## config.mk

```make
export PLATFORM = sky130hd
export DESIGN_NAME = uart_tx_responder_flat
export DESIGN_NICKNAME = d
export VERILOG_FILES = /design/src/rtl/uart_pkg.sv /design/src/rtl/uart_tx_responder_if.sv /design/src/rtl/uart_tx_responder_fifo.sv /design/src/rtl/uart_tx_responder.sv /design/src/flat_wrapper.sv
export SDC_FILE = /design/constraint.sdc
export NUM_CORES = 1
export LEC_CHECK = 0
export CAP_MARGIN = 30
export CORE_ASPECT_RATIO = 1.4
export CORE_MARGIN = 1
export CORE_UTILIZATION = 50
export DETAILED_ROUTE_END_ITERATION = 16
export PLACE_DENSITY = 0.76
export SETUP_SLACK_MARGIN = 0.2
export SYNTH_ARGS = -nofsm -noshare
export SYNTH_HDL_FRONTEND = slang
export SYNTH_SLANG_ARGS = --single-unit
```

## constraint.sdc

```tcl
create_clock -name clk -period 5.05 [get_ports clk]
set_clock_uncertainty 0.05 [all_clocks]
set_input_delay 1.2625 -clock clk [delete_from_list [all_inputs] [get_ports clk]]
set_output_delay 1.2625 -clock clk [all_outputs]
set_load 0.01 [all_outputs]
```

## src/rtl/uart_pkg.sv

```systemverilog
// Shared definitions for the UART transmit responder: register offsets,
// STATUS bit positions and the bit-level transmitter state encoding.
package uart_pkg;

    typedef enum logic [1:0] {
        TXDATA  = 2'd0,
        STATUS  = 2'd1,
        BAUDDIV = 2'd2,
        CTRL    = 2'd3
    } reg_addr_e;

    localparam int STAT_BUSY  = 0;
    localparam int STAT_FULL  = 1;
    localparam int STAT_EMPTY = 2;
    localparam int STAT_OVF   = 3;

    typedef enum logic [1:0] {
        IDLE  = 2'd0,
        START = 2'd1,
        DATA  = 2'd2,
        STOP  = 2'd3
    } tx_state_e;

    // The STATUS count field is 4 bits and sticks at 15 for deeper FIFOs.
    function automatic logic [3:0] sat_nibble(input int unsigned c);
        return (c > 32'd15) ? 4'hF : c[3:0];
    endfunction

endpackage

```

## src/rtl/uart_tx_responder_if.sv

```systemverilog
// Data-memory bus slice seen by the UART responder. The core side drives
// select, address, store data, strobes and load request; the responder returns load data.
interface uart_tx_responder_if;
    logic        sel;
    logic [31:0] mem_addr;
    logic [31:0] mem_sdata;
    logic [3:0]  mem_mask;
    logic        mem_lenable;
    logic [31:0] mem_ldata;

    modport master (
        output sel, mem_addr, mem_sdata, mem_mask, mem_lenable,
        input  mem_ldata
    );

    modport slave (
        input  sel, mem_addr, mem_sdata, mem_mask, mem_lenable,
        output mem_ldata
    );
endinterface

```

## src/rtl/uart_tx_responder_fifo.sv

```systemverilog
// Pointer-based synchronous FIFO (module sync_fifo). Pushes when full and
// pops when empty are ignored; the head entry is visible on o_data.
module sync_fifo #(
    parameter int WIDTH = 8,
    parameter int DEPTH = 8
) (
    input  logic                     clk,
    input  logic                     rst,
    input  logic                     i_push,
    input  logic [WIDTH-1:0]         i_data,
    input  logic                     i_pop,
    output logic [WIDTH-1:0]         o_data,
    output logic                     o_full,
    output logic                     o_empty,
    output logic [$clog2(DEPTH):0]   o_count
);
    localparam int AW = $clog2(DEPTH);

    logic [WIDTH-1:0] r_mem [DEPTH];
    logic [AW:0]      r_wr_ptr;
    logic [AW:0]      r_rd_ptr;
    logic             w_do_push;
    logic             w_do_pop;

    assign w_do_push = i_push && !o_full;
    assign w_do_pop  = i_pop && !o_empty;

    // NOTE: the storage array has no reset; the pointers alone define which entries are valid.
    always_ff @(posedge clk) begin
        if (w_do_push) begin
            r_mem[r_wr_ptr[AW-1:0]] <= i_data;
        end
    end

    // NOTE: sequential state uses non-blocking assignments so every register samples pre-edge values.
    always_ff @(posedge clk or negedge rst) begin
        if (!rst) begin
            r_wr_ptr <= '0;
            r_rd_ptr <= '0;
        end else begin
            if (w_do_push) r_wr_ptr <= r_wr_ptr + 1'b1;
            if (w_do_pop)  r_rd_ptr <= r_rd_ptr + 1'b1;
        end
    end

    assign o_data  = r_mem[r_rd_ptr[AW-1:0]];
    assign o_count = r_wr_ptr - r_rd_ptr;
    assign o_empty = (r_wr_ptr == r_rd_ptr);
    assign o_full  = (o_count == (AW+1)'(DEPTH));

endmodule

```

## src/rtl/uart_tx_responder.sv

```systemverilog
// Memory-mapped 8N1 UART transmitter on the data-memory bus.
// Optional UART_TX_IRQ_EN adds CTRL[0] interrupt enable and the irq_tx_done output.
import uart_pkg::*;

module uart_tx_responder #(
    parameter int DEPTH    = 8,
    parameter int BAUD_RST = 433
) (
    input  logic                clk,
    input  logic                rst,
    uart_tx_responder_if.slave  bus,
    output logic                uart_tx
`ifdef UART_TX_IRQ_EN
    ,
    output logic                irq_tx_done
`endif
);
    localparam int CW = $clog2(DEPTH) + 1;

    reg_addr_e   w_addr;
    logic        w_write;
    logic        w_push_req;
    logic        w_ovf_clr;
    logic        w_pop;
    logic [7:0]  w_fifo_data;
    logic        w_fifo_full;
    logic        w_fifo_empty;
    logic [CW-1:0] w_fifo_count;
    logic [31:0] w_status;
    logic [31:0] w_rdata;
    logic        w_ctrl_bit0;
    logic        w_unused;

    logic        r_overflow;
    logic [15:0] r_baud;

    tx_state_e   r_state,   w_state_nx;
    logic [15:0] r_timer,   w_timer_nx;
    logic [2:0]  r_bit_idx, w_bit_idx_nx;
    logic [7:0]  r_shift,   w_shift_nx;
    logic        r_tx,      w_tx_nx;

    assign w_addr     = reg_addr_e'(bus.mem_addr[3:2]);
    assign w_write    = bus.sel && (bus.mem_mask != 4'b0000);
    assign w_push_req = w_write && (w_addr == TXDATA) && bus.mem_mask[0];
    assign w_ovf_clr  = w_write && (w_addr == STATUS) && bus.mem_mask[0] && bus.mem_sdata[STAT_OVF];
    assign w_unused   = ^{bus.mem_addr[31:4], bus.mem_addr[1:0], bus.mem_sdata[31:16]};

    sync_fifo #(.WIDTH(8), .DEPTH(DEPTH)) u_fifo (
        .clk     (clk),
        .rst     (rst),
        .i_push  (w_push_req),
        .i_data  (bus.mem_sdata[7:0]),
        .i_pop   (w_pop),
        .o_data  (w_fifo_data),
        .o_full  (w_fifo_full),
        .o_empty (w_fifo_empty),
        .o_count (w_fifo_count)
    );

    // A push into a full FIFO is lost even when the transmitter pops that same cycle.
    always_ff @(posedge clk or negedge rst) begin
        if (!rst) begin
            r_overflow <= 1'b0;
        end else if (w_push_req && w_fifo_full) begin
            r_overflow <= 1'b1;
        end else if (w_ovf_clr) begin
            r_overflow <= 1'b0;
        end
    end

    always_ff @(posedge clk or negedge rst) begin
        if (!rst) begin
            r_baud <= 16'(BAUD_RST);
        end else if (w_write && (w_addr == BAUDDIV)) begin
            if (bus.mem_mask[0]) r_baud[7:0]  <= bus.mem_sdata[7:0];
            if (bus.mem_mask[1]) r_baud[15:8] <= bus.mem_sdata[15:8];
        end
    end

`ifdef UART_TX_IRQ_EN
    logic r_irq_en;
    logic r_irq;

    always_ff @(posedge clk or negedge rst) begin
        if (!rst) begin
            r_irq_en <= 1'b0;
            r_irq    <= 1'b0;
        end else begin
            if (w_write && (w_addr == CTRL) && bus.mem_mask[0]) begin
                r_irq_en <= bus.mem_sdata[0];
            end
            r_irq <= r_irq_en && w_fifo_empty && (r_state == IDLE);
        end
    end

    assign w_ctrl_bit0 = r_irq_en;
    assign irq_tx_done = r_irq;
`else
    assign w_ctrl_bit0 = 1'b0;
`endif

    always_ff @(posedge clk or negedge rst) begin
        if (!rst) begin
            r_state   <= IDLE;
            r_timer   <= '0;
            r_bit_idx <= '0;
            r_shift   <= '0;
            r_tx      <= 1'b1;
        end else begin
            r_state   <= w_state_nx;
            r_timer   <= w_timer_nx;
            r_bit_idx <= w_bit_idx_nx;
            r_shift   <= w_shift_nx;
            r_tx      <= w_tx_nx;
        end
    end

    // Each bit lasts r_baud+1 clocks: the timer is loaded at bit start and the bit ends at zero.
    always_comb begin
        // NOTE: every output of this block gets a default first so no path can infer a latch.
        w_state_nx   = r_state;
        w_timer_nx   = (r_timer != 16'd0) ? r_timer - 16'd1 : r_timer;
        w_bit_idx_nx = r_bit_idx;
        w_shift_nx   = r_shift;
        w_tx_nx      = r_tx;
        w_pop        = 1'b0;

        case (r_state)
            IDLE: begin
                w_tx_nx = 1'b1;
                if (!w_fifo_empty) begin
                    w_pop      = 1'b1;
                    w_shift_nx = w_fifo_data;
                    w_timer_nx = r_baud;
                    w_tx_nx    = 1'b0;
                    w_state_nx = START;
                end
            end
            START: begin
                if (r_timer == 16'd0) begin
                    w_timer_nx   = r_baud;
                    w_bit_idx_nx = 3'd0;
                    w_tx_nx      = r_shift[0];
                    w_state_nx   = DATA;
                end
            end
            DATA: begin
                if (r_timer == 16'd0) begin
                    w_timer_nx = r_baud;
                    if (r_bit_idx == 3'd7) begin
                        w_tx_nx    = 1'b1;
                        w_state_nx = STOP;
                    end else begin
                        w_bit_idx_nx = r_bit_idx + 3'd1;
                        w_shift_nx   = {1'b0, r_shift[7:1]};
                        w_tx_nx      = r_shift[1];
                    end
                end
            end
            STOP: begin
                if (r_timer == 16'd0) begin
                    if (!w_fifo_empty) begin
                        w_pop      = 1'b1;
                        w_shift_nx = w_fifo_data;
                        w_timer_nx = r_baud;
                        w_tx_nx    = 1'b0;
                        w_state_nx = START;
                    end else begin
                        w_tx_nx    = 1'b1;
                        w_state_nx = IDLE;
                    end
                end
            end
            default: begin
                w_tx_nx    = 1'b1;
                w_state_nx = IDLE;
            end
        endcase
    end

    assign uart_tx = r_tx;

    always_comb begin
        w_status                 = '0;
        w_status[STAT_BUSY]      = (r_state != IDLE);
        w_status[STAT_FULL]      = w_fifo_full;
        w_status[STAT_EMPTY]     = w_fifo_empty;
        w_status[STAT_OVF]       = r_overflow;
        w_status[7:4]            = sat_nibble(32'(w_fifo_count));
    end

    always_comb begin
        w_rdata = '0;
        if (bus.sel && bus.mem_lenable) begin
            case (w_addr)
                STATUS:  w_rdata = w_status;
                BAUDDIV: w_rdata = {16'h0000, r_baud};
                CTRL:    w_rdata = {31'h0, w_ctrl_bit0};
                default: w_rdata = '0;
            endcase
        end
    end

    assign bus.mem_ldata = w_rdata;

endmodule

```

## src/flat_wrapper.sv

```systemverilog
// flat-port wrapper written by rule: the top's interface ports become plain ports
module uart_tx_responder_flat 
#(
    parameter int DEPTH    = 8,
    parameter int BAUD_RST = 433
)
  (clk, rst, uart_tx, bus_sel, bus_mem_addr, bus_mem_sdata, bus_mem_mask, bus_mem_lenable, bus_mem_ldata);
  uart_tx_responder_if bus_i ();
  input  logic clk;
  input  logic rst;
  output logic uart_tx;
  input wire logic [$bits(bus_i.sel)-1:0] bus_sel;
  input wire logic [$bits(bus_i.mem_addr)-1:0] bus_mem_addr;
  input wire logic [$bits(bus_i.mem_sdata)-1:0] bus_mem_sdata;
  input wire logic [$bits(bus_i.mem_mask)-1:0] bus_mem_mask;
  input wire logic [$bits(bus_i.mem_lenable)-1:0] bus_mem_lenable;
  output wire logic [$bits(bus_i.mem_ldata)-1:0] bus_mem_ldata;
  assign bus_i.sel = bus_sel;
  assign bus_i.mem_addr = bus_mem_addr;
  assign bus_i.mem_sdata = bus_mem_sdata;
  assign bus_i.mem_mask = bus_mem_mask;
  assign bus_i.mem_lenable = bus_mem_lenable;
  assign bus_mem_ldata = bus_i.mem_ldata;
  uart_tx_responder #(.DEPTH(DEPTH), .BAUD_RST(BAUD_RST)) u_core (.clk(clk), .rst(rst), .bus(bus_i), .uart_tx(uart_tx));
endmodule
```

==> results.cfg <==
[yosys]
synth_warnings = 0
syn_avg_cell_area_um2 = 11.8
synth_top_cells_by_count = 64 x edfxtp_1, 49 x dfrtp_1, 44 x o21ai_0
synth_edf_count = 64
synth_cell_type_count = 68
synth_area_leaders = edfxtp_1 30%, dfrtp_1 19%, mux4_2 5.6%, mux2_2 3.5%, o21ai_0 3.4%
ys_seq_area_share_pct = 51.7
ys.flop_type = edfxtp_1
netlist_area_mm2 = 0.00639
synth_seq_cells = 119
synthArstFlopShare_pct = 46.2
netlist_instances = 543
synth_top_area_share_pct = 30.1
yosysMostFrequentCell = edfxtp_1
synth_top_cell_by_area = edfxtp_1

[setup_path]
crit_arrival_ns = 3.30
critPathSlowestCell = clkdlybuf4s50_1
cpPeakStageDelay_ns = 0.56
r2r_cells = 9
endpoint_kind = output pin
crit_required_ns = 3.74
critPathLaunchType = flip-flop
reg2reg_setup_slack_ns = 1.73
cp_cell_sequence = inv_2, ha_1, inv_1, fa_1, xor2_1, nor3_2, and4_2, o21ai_0, a21oi_2, clkdlybuf4s50_1
crit_path_end = bus_mem_ldata[1]
critical_path_depth = 10
rr_endpoint = u_core.u_fifo.r_mem[5][7]
r2r_start = u_core.u_fifo.r_wr_ptr[0]
cp_max_fo = 5
crit_type = reg2out
crit_family = buffers and inverters
crit_path_start = u_core.u_fifo.r_wr_ptr[0]
cp_num_buf_inv = 3

[job]
drv_cap = 0

[hold_path]
hp-class = reg2reg
min_path_cells = 2

[route]
via_per_inst = 6.25
drt_first_pass_iters = 5
num_vias = 4627
drc = 0
wirelength_um = 14800
wl_per_cell_um = 20.0
antenna_left = 0
drt_iter0_drc = 381

[clock_tree]
clk_pin_slew_ns = 0.06
clk_latency_ns = 0.42
cts_tree = done
cts_buffers = 17
clockBufferDepth = 2
clock-sinks = 119
cts-root-buf = clkbuf_16
cts.hold.buffers_added = 0
cts_max_level = 4

[timing]
finalHoldViolCount = 0
relSlewSlack_pct = 38.8
setup_viol = 0
whs_ns = 0.439
max_freq_mhz = 217
finalWorstSetupSlack_ns = 0.439
setup_tns_ns = 0
period_share_pct = 91.3
rsz0062_at_grt = false
slew_viol_final = 0
worstMarginPinSlew_ns = 0.917
fin_crit_ns = 4.61

[place]
dp_slack_ns = 0.510
numPortBuffers = 40
hpwl_um = 9970
dpl_cell_area_mm2 = 0.00685
gp_congestion = 0.934

[final_layout]
fill_cells = 931
synthToLayoutAreaGrowth_pct = 16.3
layout-drive-gt1-share_pct = 18.5
multi_input_area_mm2 = 0.00283
diodes = 0
regArea_mm2 = 0.00331
final_area_mm2 = 0.00744
layout.nets = 665

[floorplan]
die_w_um = 97.6
die_h_um = 136
die_area_mm2 = 0.0132
rows = 48
io-pin-count = 105
start_util_pct = 51.7
design.core.area_mm2 = 0.0124

[global_routing]
antenna_found_initial = 0
grt_pass1_wl_um = 24100
first_global_vias = 4789
grt_use_total_pct = 23.6
grt_max_degree = 56
overflow = 0

[power]
p_per_area_mw_per_mm2 = 619
p_total_mw = 4.60
ir_worst_vdd_v = 0.000299
p_leak_nw = 2.82

[status]
status = complete, no violations
-- worst min-delay path by stage --
stage / startpoint / end / slack, ns
3_3_place_gp: u_core.r_overflow / u_core.r_overflow / 0.42
6_report: u_core.r_overflow / u_core.r_overflow / 0.44
5_1_grt: u_core.r_overflow / u_core.r_overflow / 0.45
3_5_place_dp: u_core.r_overflow / u_core.r_overflow / 0.42
4_1_cts: u_core.r_overflow / u_core.r_overflow / 0.43
2_1_floorplan: u_core.r_overflow / u_core.r_overflow / 0.40
-- routing by layer --
layer | track usage (%) | vias to the layer above | share of wire, %
li1 | - | 2104 | -
met1 | 26.7 | 2284 | 38
met2 | 42.6 | 199 | 54
met3 | 4.64 | 40 | 5.2
met4 | 11.6 | 0 | 2.8
met5 | 0 | - | 0
-- kinds of logic (layout without fill, tap and decap cells) --
group / Yosys count / in the layout / share of synthesized area, %
buf+inv: 67 / 99 / 5.27
flops: 119 / 119 / 51.7
compound gates: 135 / 135 / 13.9
simple gates: 142 / 142 / 12.1
mux: 51 / 51 / 12.1
fa+ha+maj: 16 / 16 / 3.25
other cells: 1 / 16 / 0.0587
xor+xnor: 12 / 12 / 1.64
-- cells in the final DEF (no fill, tap or decap), types with 4 or more instances in the layout --
master and n:
edfxtp_1 64, nor2_1 22, a22oi_1 13, a21oi_1 20, buf_4 12, a211oi_1 4
o21ai_0 44, nand2_1 35, and2_1 10, mux2_2 20, clkbuf_16 17, a31oi_1 6
clkdlybuf4s50_1 39, dfstp_2 6, mux2_4 7, inv_1 13, xnor2_1 7, nor3_1 13
inv_6 4, or4_1 6, mux4_2 16, or3_1 5, nand4_1 4, nand2b_1 4
nand3_1 11, a22o_1 4, mux2i_1 8, o211ai_1 7, ha_1 15, dfrtp_1 49
o21a_1 6, conb_1 16, o31ai_1 5, xor2_1 5, nor4_1 8
-- state kept, by name (all words and copies together), names as in the netlist --
register                flops
u_core.r_shift              8
u_core.r_baud              16
u_core.u_fifo.r_mem        64
u_core.r_overflow           1
u_core.r_timer             16
u_core.u_fifo.r_wr_ptr      4
u_core.u_fifo.r_rd_ptr      4
u_core.r_bit_idx            3
u_core.uart_tx              1
u_core.r_state              2
-- cell type report --
| cell class | count | share of cell area [%] |
|---|---|---|
| Inverter | 15 | 0.757 |
| Sequential cell | 119 | 44.4 |
| Clock buffer | 18 | 5.77 |
| Clock inverter | 14 | 1.90 |
| Tap cell | 150 | 2.52 |
| Multi-Input combinational cell | 372 | 38.1 |
| Timing Repair Buffer | 52 | 6.53 |
-- power by group --
group	internal, mW	total (mW)	leakage [nW]	switching, mW
registers	1.22	1.42	1.25	0.200
clock network	0.689	1.16	0.272	0.467
logic	0.870	2.02	1.30	1.15
-- tightest hold or removal path, cell delays in order, from the launching register on --
cell and delay (ns):
dfrtp_1 0.35, nand2_1 0.06, nand2_1 0.06
-- timing repair --
| action | 4_1_cts | 5_1_grt |
|---|---|---|
| setup buffers | 0 | 1 |
| endpoints found under the setup margin | 0 | 1 |
| gates resized for setup | 0 | 4 |
| endpoints found under the hold margin | 0 | 0 |
-- stage by stage --
stage,cells,utilization (%)
finish,740,60.1
global route,740,60.1
global placement,707,55.4
detailed placement,707,55.4
CTS,739,60.0
floorplan,558,-
Note: power is estimated with default switching activity, not from simulation.
